[src/rtl/fp_mant_addsub_pipe_if.sv]
`default_nettype none
// ============================================================================
//  Module   : fp_mant_addsub_pipe_if
//  Brief    : Operand/result handshake bundle for the aligned-mantissa add/sub
//  Revision : 1.0
// ============================================================================
interface fp_mant_addsub_pipe_if #(
    parameter int MANT_W = 24,
    parameter int EXP_W  = 8,
    parameter int GRS_W  = 3
);
    localparam int LZC_W = $clog2(MANT_W + GRS_W + 1);

    logic                     in_valid;
    logic                     in_ready;
    logic                     op_sub;
    logic                     sign_a;
    logic                     sign_b;
    logic [EXP_W-1:0]         exp_a;
    logic [EXP_W-1:0]         exp_b;
    logic [MANT_W-1:0]        mant_a;
    logic [MANT_W-1:0]        mant_b;
    logic [GRS_W-1:0]         grs;

    logic                     out_valid;
    logic                     out_ready;
    logic                     res_sign;
    logic [EXP_W-1:0]         res_exp;
    logic [MANT_W+GRS_W-1:0]  res_mant;
    logic                     carry_out;
    logic                     zero;
    logic [LZC_W-1:0]         lzc;

    modport master (
        output in_valid, op_sub, sign_a, sign_b, exp_a, exp_b, mant_a, mant_b, grs,
        output out_ready,
        input  in_ready,
        input  out_valid, res_sign, res_exp, res_mant, carry_out, zero, lzc
    );

    modport slave (
        input  in_valid, op_sub, sign_a, sign_b, exp_a, exp_b, mant_a, mant_b, grs,
        input  out_ready,
        output in_ready,
        output out_valid, res_sign, res_exp, res_mant, carry_out, zero, lzc
    );
endinterface
`default_nettype wire

[src/rtl/fp_mant_addsub_pipe.sv]
`default_nettype none
// ============================================================================
//  Module   : fp_mant_addsub_pipe
//  Brief    : Two-stage aligned-mantissa add/subtract with GRS, carry, zero,
//             leading-zero count and max exponent, valid/ready back-pressure
//  Revision : 1.0
// ============================================================================
module fp_mant_addsub_pipe #(
    parameter int MANT_W = 24,
    parameter int EXP_W  = 8,
    parameter int GRS_W  = 3
) (
    input  wire logic               clk,
    input  wire logic               rst_n,
    fp_mant_addsub_pipe_if.slave    bus
);
    localparam int TOT_W = MANT_W + GRS_W;
    localparam int LZC_W = $clog2(TOT_W + 1);

    logic advance;
    logic accept;

    // Stage 1: extended operands, magnitude compare, effective signs
    logic              s1_valid_d, s1_valid_q;
    logic [TOT_W-1:0]  ext_a_d,    ext_a_q;
    logic [TOT_W-1:0]  ext_b_d,    ext_b_q;
    logic              a_gt_d,     a_gt_q;
    logic              mag_eq_d,   mag_eq_q;
    logic              sign_a_d,   sign_a_q;
    logic              sign_b_d,   sign_b_q;
    logic [EXP_W-1:0]  exp_d,      exp_q;

    // Stage 2: result registers
    logic              out_valid_d, out_valid_q;
    logic              res_sign_d,  res_sign_q;
    logic [EXP_W-1:0]  res_exp_d,   res_exp_q;
    logic [TOT_W-1:0]  res_mant_d,  res_mant_q;
    logic              carry_d,     carry_q;
    logic              zero_d,      zero_q;
    logic [LZC_W-1:0]  lzc_d,       lzc_q;

    assign advance      = !(out_valid_q && !bus.out_ready);
    assign bus.in_ready = advance && rst_n;
    assign accept       = bus.in_valid && bus.in_ready;

    always_comb begin
        s1_valid_d = s1_valid_q;
        ext_a_d    = ext_a_q;
        ext_b_d    = ext_b_q;
        a_gt_d     = a_gt_q;
        mag_eq_d   = mag_eq_q;
        sign_a_d   = sign_a_q;
        sign_b_d   = sign_b_q;
        exp_d      = exp_q;
        if (advance) begin
            s1_valid_d = accept;
            if (accept) begin
                ext_a_d  = {bus.mant_a, {GRS_W{1'b0}}};
                ext_b_d  = {bus.mant_b, {GRS_W{1'b0}}};
                exp_d    = bus.exp_a;
                // Only the strictly smaller-exponent operand owns the shifted-out bits
                if (bus.exp_a > bus.exp_b) begin
                    ext_b_d[GRS_W-1:0] = bus.grs;
                end else if (bus.exp_b > bus.exp_a) begin
                    ext_a_d[GRS_W-1:0] = bus.grs;
                    exp_d              = bus.exp_b;
                end
                a_gt_d   = (ext_a_d > ext_b_d);
                mag_eq_d = (ext_a_d == ext_b_d);
                sign_a_d = bus.sign_a;
                sign_b_d = bus.sign_b ^ bus.op_sub;
            end
        end
    end

    always_comb begin
        out_valid_d = out_valid_q;
        res_sign_d  = res_sign_q;
        res_exp_d   = res_exp_q;
        res_mant_d  = res_mant_q;
        carry_d     = carry_q;
        zero_d      = zero_q;
        lzc_d       = lzc_q;
        if (advance) begin
            out_valid_d = s1_valid_q;
            if (s1_valid_q) begin
                carry_d    = 1'b0;
                res_sign_d = sign_a_q;
                res_exp_d  = exp_q;
                if (sign_a_q == sign_b_q) begin
                    {carry_d, res_mant_d} = {1'b0, ext_a_q} + {1'b0, ext_b_q};
                end else if (a_gt_q) begin
                    res_mant_d = ext_a_q - ext_b_q;
                end else if (mag_eq_q) begin
                    res_mant_d = '0;
                    res_sign_d = 1'b0;
                end else begin
                    res_mant_d = ext_b_q - ext_a_q;
                    res_sign_d = sign_b_q;
                end
                zero_d = (res_mant_d == '0);
                // Highest set bit wins because it is visited last
                lzc_d  = LZC_W'(TOT_W);
                for (int i = 0; i < TOT_W; i++) begin
                    if (res_mant_d[i]) begin
                        lzc_d = LZC_W'(TOT_W - 1 - i);
                    end
                end
            end
        end
    end

    always_ff @(posedge clk) begin
        if (!rst_n) begin
            s1_valid_q  <= 1'b0;
            ext_a_q     <= '0;
            ext_b_q     <= '0;
            a_gt_q      <= 1'b0;
            mag_eq_q    <= 1'b0;
            sign_a_q    <= 1'b0;
            sign_b_q    <= 1'b0;
            exp_q       <= '0;
            out_valid_q <= 1'b0;
            res_sign_q  <= 1'b0;
            res_exp_q   <= '0;
            res_mant_q  <= '0;
            carry_q     <= 1'b0;
            zero_q      <= 1'b0;
            lzc_q       <= '0;
        end else begin
            s1_valid_q  <= s1_valid_d;
            ext_a_q     <= ext_a_d;
            ext_b_q     <= ext_b_d;
            a_gt_q      <= a_gt_d;
            mag_eq_q    <= mag_eq_d;
            sign_a_q    <= sign_a_d;
            sign_b_q    <= sign_b_d;
            exp_q       <= exp_d;
            out_valid_q <= out_valid_d;
            res_sign_q  <= res_sign_d;
            res_exp_q   <= res_exp_d;
            res_mant_q  <= res_mant_d;
            carry_q     <= carry_d;
            zero_q      <= zero_d;
            lzc_q       <= lzc_d;
        end
    end

    assign bus.out_valid = out_valid_q;
    assign bus.res_sign  = res_sign_q;
    assign bus.res_exp   = res_exp_q;
    assign bus.res_mant  = res_mant_q;
    assign bus.carry_out = carry_q;
    assign bus.zero      = zero_q;
    assign bus.lzc       = lzc_q;

endmodule
`default_nettype wire
[src/flat_wrapper.sv]
// flat-port wrapper written by rule: the top's interface ports become plain ports
module fp_mant_addsub_pipe_flat 
#(
    parameter int MANT_W = 24,
    parameter int EXP_W  = 8,
    parameter int GRS_W  = 3
)
  (clk, rst_n, bus_in_valid, bus_op_sub, bus_sign_a, bus_sign_b, bus_exp_a, bus_exp_b, bus_mant_a, bus_mant_b, bus_grs, bus_out_ready, bus_in_ready, bus_out_valid, bus_res_sign, bus_res_exp, bus_res_mant, bus_carry_out, bus_zero, bus_lzc);
  fp_mant_addsub_pipe_if #(.MANT_W(MANT_W), .EXP_W(EXP_W), .GRS_W(GRS_W)) bus_i ();
  input  wire logic clk;
  input  wire logic rst_n;
  input wire logic [$bits(bus_i.in_valid)-1:0] bus_in_valid;
  input wire logic [$bits(bus_i.op_sub)-1:0] bus_op_sub;
  input wire logic [$bits(bus_i.sign_a)-1:0] bus_sign_a;
  input wire logic [$bits(bus_i.sign_b)-1:0] bus_sign_b;
  input wire logic [$bits(bus_i.exp_a)-1:0] bus_exp_a;
  input wire logic [$bits(bus_i.exp_b)-1:0] bus_exp_b;
  input wire logic [$bits(bus_i.mant_a)-1:0] bus_mant_a;
  input wire logic [$bits(bus_i.mant_b)-1:0] bus_mant_b;
  input wire logic [$bits(bus_i.grs)-1:0] bus_grs;
  input wire logic [$bits(bus_i.out_ready)-1:0] bus_out_ready;
  output wire logic [$bits(bus_i.in_ready)-1:0] bus_in_ready;
  output wire logic [$bits(bus_i.out_valid)-1:0] bus_out_valid;
  output wire logic [$bits(bus_i.res_sign)-1:0] bus_res_sign;
  output wire logic [$bits(bus_i.res_exp)-1:0] bus_res_exp;
  output wire logic [$bits(bus_i.res_mant)-1:0] bus_res_mant;
  output wire logic [$bits(bus_i.carry_out)-1:0] bus_carry_out;
  output wire logic [$bits(bus_i.zero)-1:0] bus_zero;
  output wire logic [$bits(bus_i.lzc)-1:0] bus_lzc;
  assign bus_i.in_valid = bus_in_valid;
  assign bus_i.op_sub = bus_op_sub;
  assign bus_i.sign_a = bus_sign_a;
  assign bus_i.sign_b = bus_sign_b;
  assign bus_i.exp_a = bus_exp_a;
  assign bus_i.exp_b = bus_exp_b;
  assign bus_i.mant_a = bus_mant_a;
  assign bus_i.mant_b = bus_mant_b;
  assign bus_i.grs = bus_grs;
  assign bus_i.out_ready = bus_out_ready;
  assign bus_in_ready = bus_i.in_ready;
  assign bus_out_valid = bus_i.out_valid;
  assign bus_res_sign = bus_i.res_sign;
  assign bus_res_exp = bus_i.res_exp;
  assign bus_res_mant = bus_i.res_mant;
  assign bus_carry_out = bus_i.carry_out;
  assign bus_zero = bus_i.zero;
  assign bus_lzc = bus_i.lzc;
  fp_mant_addsub_pipe #(.MANT_W(MANT_W), .EXP_W(EXP_W), .GRS_W(GRS_W)) u_core (.clk(clk), .rst_n(rst_n), .bus(bus_i));
endmodule
[config.mk]
export PLATFORM = sky130hd
export DESIGN_NAME = fp_mant_addsub_pipe_flat
export DESIGN_NICKNAME = d
export VERILOG_FILES = /design/src/rtl/fp_mant_addsub_pipe_if.sv /design/src/rtl/fp_mant_addsub_pipe.sv /design/src/flat_wrapper.sv
export SDC_FILE = /design/constraint.sdc
export NUM_CORES = 1
export LEC_CHECK = 0
export CORE_MARGIN = 3
export CORE_UTILIZATION = 40
export CTS_CLUSTER_SIZE = 25
export DETAILED_ROUTE_END_ITERATION = 16
export PLACE_DENSITY = 0.69
export SYNTH_ARGS = -nofsm -noshare
export SYNTH_HDL_FRONTEND = slang
export SYNTH_SLANG_ARGS = --single-unit
[constraint.sdc]
create_clock -name clk -period 3.5 [get_ports clk]
set_clock_uncertainty 0.05 [all_clocks]
set_input_delay 0.875 -clock clk [delete_from_list [all_inputs] [get_ports clk]]
set_output_delay 0.875 -clock clk [all_outputs]
set_load 0.005 [all_outputs]
After elaboration in Yosys (flattened, before gate mapping). Index checks and enable logic that the tools add are counted.

Bits of input ports: 74. Register bits: 111. Output and inout bits: 45. Word-level logic and storage cells: 78.

Reductions and logical operators: 8. Eq/ne operators: 2. Add/subtract/negate cells: 3. Bitwise operators: 2. Muxes and demuxes: 45. Order comparisons: 3.

Operators with widths (count): 27-bit 2-to-1 mux (5); 5-bit 2-to-1 mux (16); 27-bit subtractor (2); 4-bit 2-to-1 mux (8); 27-bit by 27-bit adder with 28-bit output (1); 27-bit equality test (1); 27-bit greater-than comparator (1); 27-bit zero test (1); 3-bit 2-to-1 mux (7); 8-bit greater-than comparator (2); 8-bit 2-to-1 mux (2); 1-bit 2-to-1 mux (5); 2-bit 2-to-1 mux (2); 2-bit AND reduction (2); 1-bit logical AND (3); 1-bit zero test (2); 1-bit equality test (1); 1-bit NOT (1); 1-bit XOR (1).

Depth between registers and ports, before layout. Gate-level depths: netlist (run 1).

Depth after elaboration: 33. Gate-level depth with buffers: 15. Gate-level depth less buffers: 15.

Worst setup path after synthesis (run 1). Ideal clock, no wire load.

Kind: register -> register. From: register u_core.ext_a_q[0]. To: register u_core.zero_q, in the netlist u_core.bus.zero. Slack: -0.088 ns. Clock period less this slack: 3.588 ns. Required time: 3.366 ns. Cell stages (with the launch flop): 15. Library setup time: 0.084 ns. Arrival time: 3.454 ns. Cell sequence: dfxtp_1 > inv_1 > ha_1 > fa_1 > nand2b_1 > a2111oi_4 > o21a_1 > nor2_1 > o31ai_2 > a221oi_1 > mux2_2 > a211oi_2 > nand3_1 > or3_1 > o31ai_4.

Longest elaborated chain between the ends: 7. Elaborated cells between the ends (all ways): 9. Those cells by class: add/sub (3); mux (5); reduce/logical (1).

RTL lines: start: declaration (line fp_mant_addsub_pipe.sv:25) `logic [TOT_W-1:0] ext_a_d, ext_a_q;`; start signal: assignment (line fp_mant_addsub_pipe.sv:132) `ext_a_q <= ext_a_d;`; 27-bit subtractor (line fp_mant_addsub_pipe.sv:98) `res_mant_d = ext_b_q - ext_a_q;`; 27-bit 2-to-1 mux (line fp_mant_addsub_pipe.sv:94) `end else if (mag_eq_q) begin`; 27-bit 2-to-1 mux (line fp_mant_addsub_pipe.sv:92) `end else if (a_gt_q) begin`; 27-bit 2-to-1 mux * (line fp_mant_addsub_pipe.sv:90) `if (sign_a_q == sign_b_q) begin`; 27-bit 2-to-1 mux * (line fp_mant_addsub_pipe.sv:86) `if (s1_valid_q) begin`; 27-bit 2-to-1 mux * (line fp_mant_addsub_pipe.sv:84) `if (advance) begin`; 27-bit zero test * (line fp_mant_addsub_pipe.sv:101) `zero_d = (res_mant_d == '0);`; end signal: assignment (line fp_mant_addsub_pipe.sv:144) `zero_q <= zero_d;`; end: declaration (line fp_mant_addsub_pipe.sv:39) `logic zero_d, zero_q;`.

Every way passes the cells marked *; elsewhere a longest branch is shown, timed or not. The select of a mux whose other input is x is not followed. A chain may end at the register's enable or synchronous reset.

Worst setup path in the final report (run 1). Ends and elaborated chain as after synthesis.

==> results of run 1 <==
==> Yosys cell counts (13+ instances only) <==
cell type    n  area [um2]
ha_1       113        1410
clkbuf_1    58         218
nand3_1     57         285
a21oi_1    101         505
o31ai_1     35         263
nor2_1     121         454
dfxtp_1    111        2220
o21a_1      16         120
o21ai_0     80         400
inv_1      120         450
nand2_1     98         368
xnor2_1     31         272
nand4_1     18         113
a211oi_1    30         225
nor3_1      30         150
a21o_1      25         188
nor2b_1     13        81.3
==> cell families (layout without fill, tap and decap cells) <==
family / count (synthesis) / after routing / synth area share (%)
AOI/OAI and AO/OA: 440 / 440 / 31.3
xor gates and xnor gates: 36 / 36 / 3.20
muxes: 7 / 7 / 0.723
adders and majority gates: 116 / 116 / 14.9
buffers and inverters: 193 / 504 / 7.71
DFF: 111 / 111 / 22.5
and+or+nand+nor: 406 / 406 / 19.6
==> path summary, 6_finish.rpt <==
check | endpoint | slack (ns) | cells past startpoint
max | u_core.bus.zero$_SDFFE_PN0P_ | -0.36 | 17
min | u_core.bus.res_exp[4]$_SDFFE_PN0P_ | 0.40 | 2
max reg2reg | u_core.bus.zero$_SDFFE_PN0P_ | -0.36 | 17
min reg2reg | u_core.bus.res_exp[4]$_SDFFE_PN0P_ | 0.40 | 2
==> layout make-up <==
type                    instances  area [um2]
inverters                     121         459
fillers                      2202        9930
flip-flops and latches        111        2230
clock buffers                  10         229
well taps                     319         399
multi-input cells            1005        7410
repair buffers                367        3090
clock inverters                 6        80.1
==> layer usage <==
| metal | part of all wire (%) | wire, um | global-route usage (%) | vias up |
|---|---|---|---|---|
| li1 | - | - | - | 5338 |
| met1 | 45 | 15700 | 35.2 | 5012 |
| met2 | 44 | 15200 | 40.1 | 475 |
| met3 | 8.2 | 2830 | 4.26 | 47 |
| met4 | 2.0 | 704 | 6.73 | 0 |
| met5 | 0 | 0 | 0 | - |
==> power breakdown <==
| part | internal, mW | switching [mW] |
|---|---|---|
| logic | 1.44 | 1.59 |
| clock network | 0.572 | 0.548 |
| registers | 1.35 | 0.0625 |
| total | 3.37 | 2.20 |
==> metrics by stage <==
step	power, mW	utilization (%)	hold WS [ns]	worst slack (ns)	instance area, um2
after floorplan	2.94	-	0.382	0.00587	9900
after global placement	4.10	54.3	0.387	-0.495	12900
after detailed placement	4.13	54.3	0.393	-0.484	12900
after CTS	5.38	57.1	0.405	-0.220	13600
after global routing	5.88	58.3	0.412	-0.479	13900
final	5.57	58.3	0.404	-0.358	13900
==> timing repair <==
action	CTS	global route
pin swaps	34	44
resized for setup	54	60
endpoints found under the setup margin	9	13
setup buffers	9	9
==> state kept, by name, indices dropped and copies added, names as in the netlist <==
signal / count
u_core.bus.out_valid: 1
u_core.bus.lzc: 5
u_core.bus.res_exp: 8
u_core.ext_b_q: 27
u_core.mag_eq_q: 1
u_core.exp_q: 8
u_core.sign_b_q: 1
u_core.bus.carry_out: 1
u_core.bus.res_sign: 1
u_core.bus.res_mant: 27
u_core.s1_valid_q: 1
u_core.ext_a_q: 27
u_core.sign_a_q: 1
u_core.bus.zero: 1
u_core.a_gt_q: 1
==> tightest hold or removal path: cells and delay by family, from the launching register on <==
family / cells / cell delay, ns
compound gates: 1 / 0.05
flops: 1 / 0.32
simple gates: 1 / 0.05
==> metrics.txt, run 1 <==
# TYPE chip_impl_metric gauge
chip_impl_info{name="run_status",value="finished, violations left"} 1
chip_impl_info{name="violations",value="setup timing"} 1
chip_impl_metric{name="ys_types",unit=""} 93
chip_impl_metric{name="cts_hold_repair.buffers",unit=""} 0
chip_impl_metric{name="post-place-cells",unit=""} 1906
chip_impl_metric{name="clk_pin_slew",unit="ns"} 0.08
chip_impl_metric{name="final_layout_size_suffix_gt1_share",unit="%"} 24.0
chip_impl_info{name="critical_path.startpoint",value="u_core.ext_a_q[0]$_SDFFE_PN0P_"} 1
chip_impl_metric{name="postLayoutSetupSlackWorst",unit="ns"} -0.358
chip_impl_info{name="critical-path-top-cell-by-count",value="buf_4"} 1
chip_impl_metric{name="vias_per_cell",unit=""} 5.61
chip_impl_metric{name="drt_iter0_drc",unit=""} 1013
chip_impl_info{name="clk_root_buffer_cell",value="clkbuf_16"} 1
chip_impl_metric{name="timing.critical_path.arrival",unit="ns"} 4.09
chip_impl_metric{name="synthesis.area",unit="mm2"} 0.00986
chip_impl_info{name="timing_worst_setup_path_type",value="reg2reg"} 1
chip_impl_info{name="timing.critical_path.max_delay_family",value="simple AND/OR/NAND/NOR gates"} 1
chip_impl_metric{name="maxCapViolCount",unit=""} 0
chip_impl_metric{name="total_routing_usage_gr",unit="%"} 25.2
chip_impl_info{name="setup_repair_after_global_routing_missed_its_margin",value="true"} 1
chip_impl_metric{name="drc",unit=""} 0
chip_impl_metric{name="yosys_warnings",unit=""} 0
chip_impl_metric{name="routed_wl",unit="mm"} 34.5
chip_impl_info{name="cp-start-kind",value="flip-flop"} 1
chip_impl_metric{name="cts_inserted_buffers",unit=""} 9
chip_impl_metric{name="syn_avg_cell_area",unit="um2"} 7.53
chip_impl_info{name="mostFrequentLayoutCells",value="buf_4 (242), clkdlybuf4s50_1 (118), nor2_1 (116)"} 1
chip_impl_metric{name="die_h",unit="um"} 163
chip_impl_metric{name="fin_nets",unit=""} 1805
chip_impl_metric{name="dp.final_hpwl",unit="mm"} 26.8
chip_impl_info{name="holdCritStartpoint",value="u_core.exp_q[4]$_SDFFE_PN0P_"} 1
chip_impl_info{name="mostFrequentLayoutCell",value="buf_4"} 1
chip_impl_metric{name="deepest_level_of_the_cts_h_tree",unit=""} 3
chip_impl_metric{name="initial_core_util",unit="%"} 41.4
chip_impl_info{name="clock_tree_from_tritoncts",value="built"} 1
chip_impl_metric{name="largest_net_degree_at_the_start_of_global_routing",unit=""} 59
chip_impl_metric{name="hold_viol",unit=""} 0
chip_impl_metric{name="min_period",unit="ns"} 3.86
chip_impl_metric{name="clockBufferDepth",unit=""} 2
chip_impl_info{name="ys_dominant_reg_cell",value="dfxtp_1"} 1
chip_impl_metric{name="die_w",unit="um"} 163
chip_impl_metric{name="first_global_vias",unit=""} 10300
chip_impl_metric{name="vdd_ir_max",unit="V"} 0.000252
chip_impl_metric{name="setup_tns",unit="ns"} -1.37
chip_impl_metric{name="post_drt_wl_per_cell",unit="um"} 17.8
chip_impl_metric{name="critical_path_fanout_max",unit=""} 4
chip_impl_metric{name="fmax",unit="GHz"} 0.259
chip_impl_metric{name="grt_overflow_total",unit=""} 0
chip_impl_metric{name="clkLatencyLatePin",unit="ns"} 0.37
chip_impl_metric{name="routabilityCongestion",unit=""} 1.01
chip_impl_metric{name="synth_enable_flop_cells",unit=""} 0
chip_impl_info{name="slowest_stage",value="or4b_4"} 1
chip_impl_metric{name="p_per_area",unit="mW/mm2"} 401
chip_impl_info{name="crit_chain",value="buf_6 -> inv_4 -> ha_4 -> fa_2 -> nand2b_4 -> a2111oi_4 -> buf_4 -> buf_4 -> o21bai_4 -> a21oi_4 -> o311ai_4 -> nor3_2 -> and2_4 -> and2b_2 -> nand2_2 -> or4b_4 -> o31ai_4"} 1
chip_impl_metric{name="final_max_slew_viol_count",unit=""} 0
chip_impl_metric{name="final.period_utilization",unit="%"} 110
chip_impl_metric{name="detail-route-antenna-nets",unit=""} 0
chip_impl_metric{name="leakagePower",unit="nW"} 6.04
chip_impl_metric{name="top_level_ports",unit=""} 119
chip_impl_metric{name="placement_rows",unit=""} 56
chip_impl_metric{name="port_buffer_cells",unit=""} 118
chip_impl_metric{name="core_region_area",unit="mm2"} 0.0238
chip_impl_metric{name="async_flop_share",unit="%"} 0
chip_impl_info{name="crit_path_capture_type",value="flip-flop"} 1
chip_impl_metric{name="yosysSeqAreaShare",unit="%"} 22.5
chip_impl_metric{name="final-instance-count-excl-fill",unit=""} 1939
chip_impl_metric{name="n_antenna_cell",unit=""} 0
chip_impl_metric{name="max_slew.worst_pin.slew",unit="ns"} 0.798
chip_impl_metric{name="antenna_found_initial",unit=""} 0
chip_impl_metric{name="cp.buffers_inverters",unit=""} 4
chip_impl_metric{name="numClockSinks",unit=""} 111
chip_impl_metric{name="synth.ff_latch_count",unit=""} 111
chip_impl_info{name="critical_path.reg2reg.startpoint",value="u_core.ext_a_q[0]$_SDFFE_PN0P_"} 1
chip_impl_metric{name="dr.pass1.iters",unit=""} 5
chip_impl_info{name="min_path_type",value="reg2reg"} 1
chip_impl_metric{name="setup_viol_count_final",unit=""} 6
chip_impl_metric{name="cp_slowest_stage_delay",unit="ns"} 0.52
chip_impl_metric{name="max_slew_margin",unit="%"} 46.5
chip_impl_metric{name="postSynthCellCount",unit=""} 1309
chip_impl_metric{name="grt_pass1_wl",unit="mm"} 54.1
chip_impl_metric{name="layout-area-overhead-vs-synth",unit="%"} 40.8
chip_impl_metric{name="die_area",unit="mm2"} 0.0266
chip_impl_metric{name="detailroute.via_count",unit=""} 10900
chip_impl_metric{name="critical_path_required",unit="ns"} 3.73
chip_impl_metric{name="postSynthNetCount",unit=""} 1499
(Power assumes the default switching activity.)
==> inputs of run 2 (changes only) <==
Settings changed: CORE_MARGIN 3 to 4.
==> run 2 against run 1 <==
The run still ends with setup timing left. Combinational power is 5% higher. Non-clock buffer count is 26 higher. Sequential share of layout area is 0.47 points lower. Critical path type unchanged.
==> metrics.txt, run 2 (synthesized netlist as in run 1, its figures left out) <==
# TYPE chip_impl_metric gauge
chip_impl_info{name="cp-start-kind",value="flip-flop"} 1
chip_impl_metric{name="max_slew.worst_pin.slew",unit="ns"} 0.647
chip_impl_metric{name="total_routing_usage_gr",unit="%"} 25.1
chip_impl_metric{name="multiInputGateArea",unit="mm2"} 0.00761
chip_impl_metric{name="final-instance-count-excl-fill",unit=""} 1970
chip_impl_metric{name="cts_hold_repair.buffers",unit=""} 0
chip_impl_metric{name="port_buffer_cells",unit=""} 118
chip_impl_metric{name="n_antenna_cell",unit=""} 0
chip_impl_metric{name="detail-route-antenna-nets",unit=""} 0
chip_impl_metric{name="min_period",unit="ns"} 3.67
chip_impl_metric{name="final_max_slew_viol_count",unit=""} 0
chip_impl_metric{name="hold_viol",unit=""} 0
chip_impl_info{name="holdCritStartpoint",value="u_core.bus.res_exp[4]$_SDFFE_PN0P_"} 1
chip_impl_metric{name="power_frac_comb",unit="%"} 55.7
chip_impl_metric{name="area.sequential",unit="mm2"} 0.00224
chip_impl_info{name="critical_path.reg2reg.startpoint",value="u_core.ext_a_q[0]$_SDFFE_PN0P_"} 1
chip_impl_metric{name="grt_pass1_wl",unit="mm"} 54.9
chip_impl_metric{name="vias_per_cell",unit=""} 5.59
chip_impl_info{name="timing_worst_setup_path_type",value="reg2reg"} 1
chip_impl_metric{name="clk_pin_slew",unit="ns"} 0.08
chip_impl_metric{name="critical_path_fanout_max",unit=""} 4
chip_impl_info{name="run_status",value="finished, violations left"} 1
chip_impl_metric{name="total_switching_power",unit="mW"} 2.26
chip_impl_metric{name="leakagePower",unit="nW"} 6.23
chip_impl_metric{name="numClockSinks",unit=""} 111
chip_impl_metric{name="cts_inserted_buffers",unit=""} 9
chip_impl_metric{name="clkPwrFrac",unit="%"} 19.4
chip_impl_metric{name="p_per_area",unit="mW/mm2"} 397
chip_impl_metric{name="detailroute.via_count",unit=""} 11000
chip_impl_info{name="mostFrequentLayoutCell",value="buf_4"} 1
chip_impl_metric{name="postLayoutSetupSlackWorst",unit="ns"} -0.170
chip_impl_metric{name="post_drt_wl_per_cell",unit="um"} 17.9
chip_impl_metric{name="core_region_area",unit="mm2"} 0.0243
chip_impl_metric{name="final.period_utilization",unit="%"} 105
chip_impl_metric{name="post-place-cells",unit=""} 1925
chip_impl_info{name="setup_repair_after_global_routing_missed_its_margin",value="true"} 1
chip_impl_metric{name="clkLatencyLatePin",unit="ns"} 0.37
chip_impl_metric{name="placement_rows",unit=""} 57
chip_impl_metric{name="antenna_found_initial",unit=""} 0
chip_impl_metric{name="layout.filler_cells",unit=""} 2238
chip_impl_info{name="violations",value="setup timing"} 1
chip_impl_metric{name="max_slew_margin",unit="%"} 56.6
chip_impl_metric{name="layout-area-overhead-vs-synth",unit="%"} 46.0
chip_impl_metric{name="min_path_cells",unit=""} 2
chip_impl_info{name="worstHoldEndpoint",value="u_core.bus.res_exp[4]$_SDFFE_PN0P_"} 1
chip_impl_metric{name="drt_iter0_drc",unit=""} 1075
chip_impl_metric{name="vdd_ir_max",unit="V"} 0.000220
chip_impl_metric{name="top_level_ports",unit=""} 119
chip_impl_metric{name="initial_core_util",unit="%"} 40.6
chip_impl_info{name="clock_tree_from_tritoncts",value="built"} 1
chip_impl_metric{name="total_power",unit="mW"} 5.71
chip_impl_info{name="clk_root_buffer_cell",value="clkbuf_16"} 1
chip_impl_metric{name="cell_internal_pwr",unit="mW"} 3.45
chip_impl_metric{name="rr_worst_depth",unit=""} 15
chip_impl_metric{name="die_w",unit="um"} 165
chip_impl_metric{name="fin_nets",unit=""} 1831
chip_impl_metric{name="routabilityCongestion",unit=""} 1.03
chip_impl_metric{name="power.switching_fraction",unit="%"} 39.6
chip_impl_metric{name="drc",unit=""} 0
chip_impl_metric{name="dp.final_hpwl",unit="mm"} 27.0
chip_impl_metric{name="deepest_level_of_the_cts_h_tree",unit=""} 3
chip_impl_metric{name="seq_power_share",unit="%"} 24.9
chip_impl_metric{name="die_area",unit="mm2"} 0.0272
chip_impl_metric{name="grt_overflow_total",unit=""} 0
chip_impl_metric{name="critical_path_required",unit="ns"} 3.74
chip_impl_info{name="min_path_type",value="reg2reg"} 1
chip_impl_metric{name="dr.pass1.iters",unit=""} 6
chip_impl_metric{name="die_h",unit="um"} 165
chip_impl_info{name="crit_path_capture_type",value="flip-flop"} 1
chip_impl_metric{name="hold_ws",unit="ns"} 0.406
chip_impl_metric{name="final_layout_size_suffix_gt1_share",unit="%"} 27.2
chip_impl_metric{name="clockBufferDepth",unit=""} 2
chip_impl_metric{name="largest_net_degree_at_the_start_of_global_routing",unit=""} 73
chip_impl_info{name="mostFrequentLayoutCells",value="buf_4 (257), clkdlybuf4s50_1 (118), nor2_1 (114)"} 1
chip_impl_metric{name="fmax",unit="GHz"} 0.272
chip_impl_metric{name="timing.critical_path.arrival",unit="ns"} 3.91
chip_impl_metric{name="worst-r2r-setup-slack",unit="ns"} -0.17
chip_impl_metric{name="first_global_vias",unit=""} 10400
chip_impl_metric{name="routed_wl",unit="mm"} 35.3
chip_impl_info{name="terminus_of_the_critical_flop_to_flop_path",value="u_core.bus.zero$_SDFFE_PN0P_"} 1
chip_impl_metric{name="setup_viol_count_final",unit=""} 6
chip_impl_metric{name="maxCapViolCount",unit=""} 0
==> run 2: worst max path at each step <==
stage,from,endpoint,cells after the start
floorplan,u_core.ext_b_q[7]$_SDFFE_PN0P_,u_core.bus.zero$_SDFFE_PN0P_,14
global placement,bus_exp_b[1],u_core.a_gt_q$_SDFFE_PN0P_,16
detailed placement,bus_exp_b[1],u_core.a_gt_q$_SDFFE_PN0P_,16
CTS,u_core.ext_b_q[0]$_SDFFE_PN0P_,u_core.bus.zero$_SDFFE_PN0P_,15
global route,u_core.ext_a_q[0]$_SDFFE_PN0P_,u_core.bus.zero$_SDFFE_PN0P_,15
finish,u_core.ext_a_q[0]$_SDFFE_PN0P_,u_core.bus.zero$_SDFFE_PN0P_,15
==> run 2: through the flow <==
stage               setup TNS (ns)  utilization, %  instance area (um2)  worst slack [ns]
floorplan                        0               -                 9900           0.00587
finish                      -0.659            59.2                14400            -0.170
detailed placement           -2.95            53.9                13100            -0.527
global route                 -1.28            59.2                14400            -0.280
CTS                         -0.698            57.0                13900            -0.186
global placement             -2.28            53.9                13100            -0.427
==> run 2: cell type report <==
| cell class | count | share of cell area (%) |
|---|---|---|
| clock inverters | 6 | 0.539 |
| clock buffers | 10 | 1.59 |
| repair buffers | 393 | 23.5 |
| multi-input cells | 1005 | 52.9 |
| inverters | 121 | 3.17 |
| flip-flops and latches | 111 | 15.6 |
| well taps | 324 | 2.82 |
==> run 2: per-layer routing <==
metal / vias up / GRT usage, % / routed length (um)
met2: 411 / 39.4 / 15500
met4: 0 / 8.96 / 1080
met5: - / 0 / 0
met3: 82 / 3.24 / 2390
met1: 5123 / 35.3 / 16300
li1: 5404 / - / -
==> run 2: worst max-delay path: stages (launching register included) <==
cell and delay, ns:
dfxtp_4 0.39, inv_2 0.05, ha_4 0.16, fa_2 0.35, nand2b_4 0.17, a2111oi_4 0.32, o21a_2 0.24, nor2_4 0.08
xnor2_2 0.14, a222oi_1 0.45, buf_4 0.20, nand2_2 0.05, and2b_2 0.24, nand2_2 0.05, or4b_4 0.49, o31ai_4 0.16
==> run 2: repair_timing <==
item / in CTS / in global routing
gates resized for setup: 76 / 94
endpoints found under the hold margin: 0 / 0
pin swaps: 38 / 58
gates cloned: 0 / 1
setup buffers: 8 / 20
endpoints found under the setup margin: 10 / 11
==> run 2: power by group through the flow <==
stage,registers (mW),clock network [mW],logic (mW)
finish,1.42,1.11,3.18
global route,1.43,1.17,3.42
CTS,1.42,1.13,2.91
detailed placement,1.45,0,2.72
global placement,1.44,0,2.70
floorplan,1.44,0,1.50
==> inputs of run 3 (changes only) <==
Settings changed: PLACE_DENSITY 0.69 to 0.7.
==> run 3 against run 2 <==
The flow still finishes with violations (setup timing). Sequential share of layout area is 0.19 points lower. Critical path depth stayed put. Routed wire length is 1.4% higher. Power is 0.17% higher. Non-clock buffer count is 34 higher. Die area stayed put. Sequential cell count stayed put. Clock power hardly changed. Register-to-register slack worse by 0.095 ns. Via count is 1.3% higher.
==> metrics.txt, run 3 (synthesized netlist as in run 1, its figures left out) <==
# TYPE chip_impl_metric gauge
chip_impl_metric{name="vdd_ir_max",unit="V"} 0.000309
chip_impl_info{name="clk_root_buffer_cell",value="clkbuf_16"} 1
chip_impl_metric{name="numClockSinks",unit=""} 111
chip_impl_metric{name="post-place-cells",unit=""} 1951
chip_impl_info{name="clock_tree_from_tritoncts",value="built"} 1
chip_impl_metric{name="die_h",unit="um"} 165
chip_impl_info{name="setup_repair_after_global_routing_missed_its_margin",value="true"} 1
chip_impl_metric{name="min_period",unit="ns"} 3.77
chip_impl_info{name="mostFrequentLayoutCell",value="buf_4"} 1
chip_impl_metric{name="max_slew.worst_pin.slew",unit="ns"} 0.669
chip_impl_metric{name="die_area",unit="mm2"} 0.0272
chip_impl_metric{name="final-instance-count-excl-fill",unit=""} 2004
chip_impl_metric{name="final.period_utilization",unit="%"} 108
chip_impl_metric{name="grt_pass1_wl",unit="mm"} 54.6
chip_impl_info{name="run_status",value="finished, violations left"} 1
chip_impl_metric{name="placement_rows",unit=""} 57
chip_impl_metric{name="dp.final_hpwl",unit="mm"} 27.4
chip_impl_metric{name="final_util",unit="%"} 59.8
chip_impl_info{name="cp-start-kind",value="flip-flop"} 1
chip_impl_metric{name="post_drt_wl_per_cell",unit="um"} 17.8
chip_impl_metric{name="setup_tns",unit="ns"} -1.11
chip_impl_metric{name="postLayoutSetupSlackWorst",unit="ns"} -0.265
chip_impl_metric{name="core_region_area",unit="mm2"} 0.0243
chip_impl_info{name="holdCritStartpoint",value="u_core.bus.res_exp[2]$_SDFFE_PN0P_"} 1
chip_impl_metric{name="initial_core_util",unit="%"} 40.6
chip_impl_metric{name="total_routing_usage_gr",unit="%"} 25.0
chip_impl_metric{name="cts_inserted_buffers",unit=""} 9
chip_impl_metric{name="clockBufferDepth",unit=""} 2
chip_impl_metric{name="drc",unit=""} 0
chip_impl_metric{name="grt_overflow_total",unit=""} 0
chip_impl_metric{name="detailroute.via_count",unit=""} 11200
chip_impl_metric{name="drt_iter0_drc",unit=""} 849
chip_impl_metric{name="hold_ws",unit="ns"} 0.405
chip_impl_metric{name="setup_viol_count_final",unit=""} 6
chip_impl_metric{name="die_w",unit="um"} 165
chip_impl_metric{name="dr.pass1.iters",unit=""} 5
chip_impl_info{name="critical_path.reg2reg.startpoint",value="u_core.ext_b_q[3]$_SDFFE_PN0P_"} 1
chip_impl_metric{name="critical_path_fanout_max",unit=""} 5
chip_impl_metric{name="top_level_ports",unit=""} 119
chip_impl_info{name="mostFrequentLayoutCells",value="buf_4 (292), clkdlybuf4s50_1 (118), nor2_1 (113)"} 1
chip_impl_metric{name="critical_path_required",unit="ns"} 3.73
chip_impl_metric{name="largest_net_degree_at_the_start_of_global_routing",unit=""} 73
chip_impl_metric{name="port_buffer_cells",unit=""} 118
chip_impl_info{name="min_path_type",value="reg2reg"} 1
chip_impl_metric{name="p_per_area",unit="mW/mm2"} 393
chip_impl_metric{name="antenna_found_initial",unit=""} 0
chip_impl_metric{name="n_antenna_cell",unit=""} 0
chip_impl_metric{name="hold_viol",unit=""} 0
chip_impl_metric{name="final_layout_size_suffix_gt1_share",unit="%"} 28.3
chip_impl_metric{name="first_global_vias",unit=""} 10500
chip_impl_metric{name="maxCapViolCount",unit=""} 0
chip_impl_metric{name="routed_wl",unit="mm"} 35.7
chip_impl_metric{name="clkLatencyLatePin",unit="ns"} 0.37
chip_impl_metric{name="leakagePower",unit="nW"} 6.36
chip_impl_info{name="timing_worst_setup_path_type",value="reg2reg"} 1
chip_impl_info{name="violations",value="setup timing"} 1
chip_impl_metric{name="max_slew_margin",unit="%"} 55.4
chip_impl_info{name="crit_path_capture_type",value="flip-flop"} 1
chip_impl_metric{name="layout.filler_cells",unit=""} 2118
chip_impl_metric{name="vias_per_cell",unit=""} 5.57
chip_impl_metric{name="layout-area-overhead-vs-synth",unit="%"} 47.5
chip_impl_metric{name="fmax",unit="GHz"} 0.266
chip_impl_metric{name="final_max_slew_viol_count",unit=""} 0
chip_impl_metric{name="fin_nets",unit=""} 1865
chip_impl_metric{name="deepest_level_of_the_cts_h_tree",unit=""} 3
chip_impl_metric{name="cts_hold_repair.buffers",unit=""} 0
chip_impl_metric{name="clk_pin_slew",unit="ns"} 0.09
chip_impl_metric{name="detail-route-antenna-nets",unit=""} 0
chip_impl_metric{name="routabilityCongestion",unit=""} 0.970
chip_impl_info{name="critical_path.startpoint",value="u_core.ext_b_q[3]$_SDFFE_PN0P_"} 1
chip_impl_metric{name="timing.critical_path.arrival",unit="ns"} 4.00
## run 3: cell types whose count changed in the layout (fill, tap and decap cells not counted), moves of 3 or more
cell and delta:
a21oi_2 -4, o21ai_2 +3, o21ai_0 +3, buf_4 +35, o21ai_1 -6, dfxtp_2 +3, ha_2 -3
## run 3: layer usage
metal	routed length, um	GRT usage (%)	vias up
met3	2670	3.89	58
li1	-	-	5475
met4	911	8.20	0
met2	16000	39.8	419
met5	0	0	-
met1	16100	34.4	5211
## run 3: path summary, 6_finish.rpt
path,to,slack [ns],depth (start not counted)
max reg2reg,u_core.bus.zero$_SDFFE_PN0P_,-0.27,15
min reg2reg,u_core.bus.res_exp[2]$_SDFFE_PN0P_,0.41,2
min,u_core.bus.res_exp[2]$_SDFFE_PN0P_,0.41,2
max,u_core.bus.zero$_SDFFE_PN0P_,-0.27,15
## run 3: area by class of cell
| cell class | instances | area (um2) | area share, % |
|---|---|---|---|
| clock buffer | 10 | 239 | 1.64 |
| clock inverter | 6 | 62.6 | 0.430 |
| inverter | 121 | 457 | 3.14 |
| multi-input combinational | 1005 | 7520 | 51.7 |
| sequential | 111 | 2240 | 15.4 |
| tap | 324 | 405 | 2.79 |
| timing repair buffer | 427 | 3620 | 24.9 |
## run 3: power breakdown
group | internal [mW] | switching, mW | total, mW
logic | 1.57 | 1.64 | 3.20
clock network | 0.524 | 0.568 | 1.09
registers | 1.36 | 0.0668 | 1.42
## run 3: worst max-delay path, stage by stage, from the launching register on
cell	delay, ns
dfxtp_2	0.35
inv_2	0.05
ha_4	0.24
buf_4	0.14
buf_6	0.12
and2_4	0.15
a221oi_4	0.33
a21oi_4	0.12
o41a_1	0.40
a221o_1	0.37
a221oi_2	0.30
and2_4	0.19
and2b_2	0.16
nand2_2	0.05
or4b_4	0.49
o31ai_4	0.17
## run 3: what timing repair did
action | in CTS | in global routing
gates resized for setup | 57 | 90
pin swaps | 44 | 63
endpoints found under the hold margin | 0 | 0
cloned | 0 | 2
setup endpoints to repair | 8 | 10
buffers inserted | 5 | 31
## run 3: per-stage QoR
step	cell area [um2]	setup WS, ns	power, mW
final	14500	-0.265	5.72
after detailed placement	13300	-0.516	4.21
after floorplan	9900	0.00587	2.94
after global routing	14500	-0.390	6.02
after CTS	13900	-0.256	5.41
after global placement	13300	-0.427	4.19
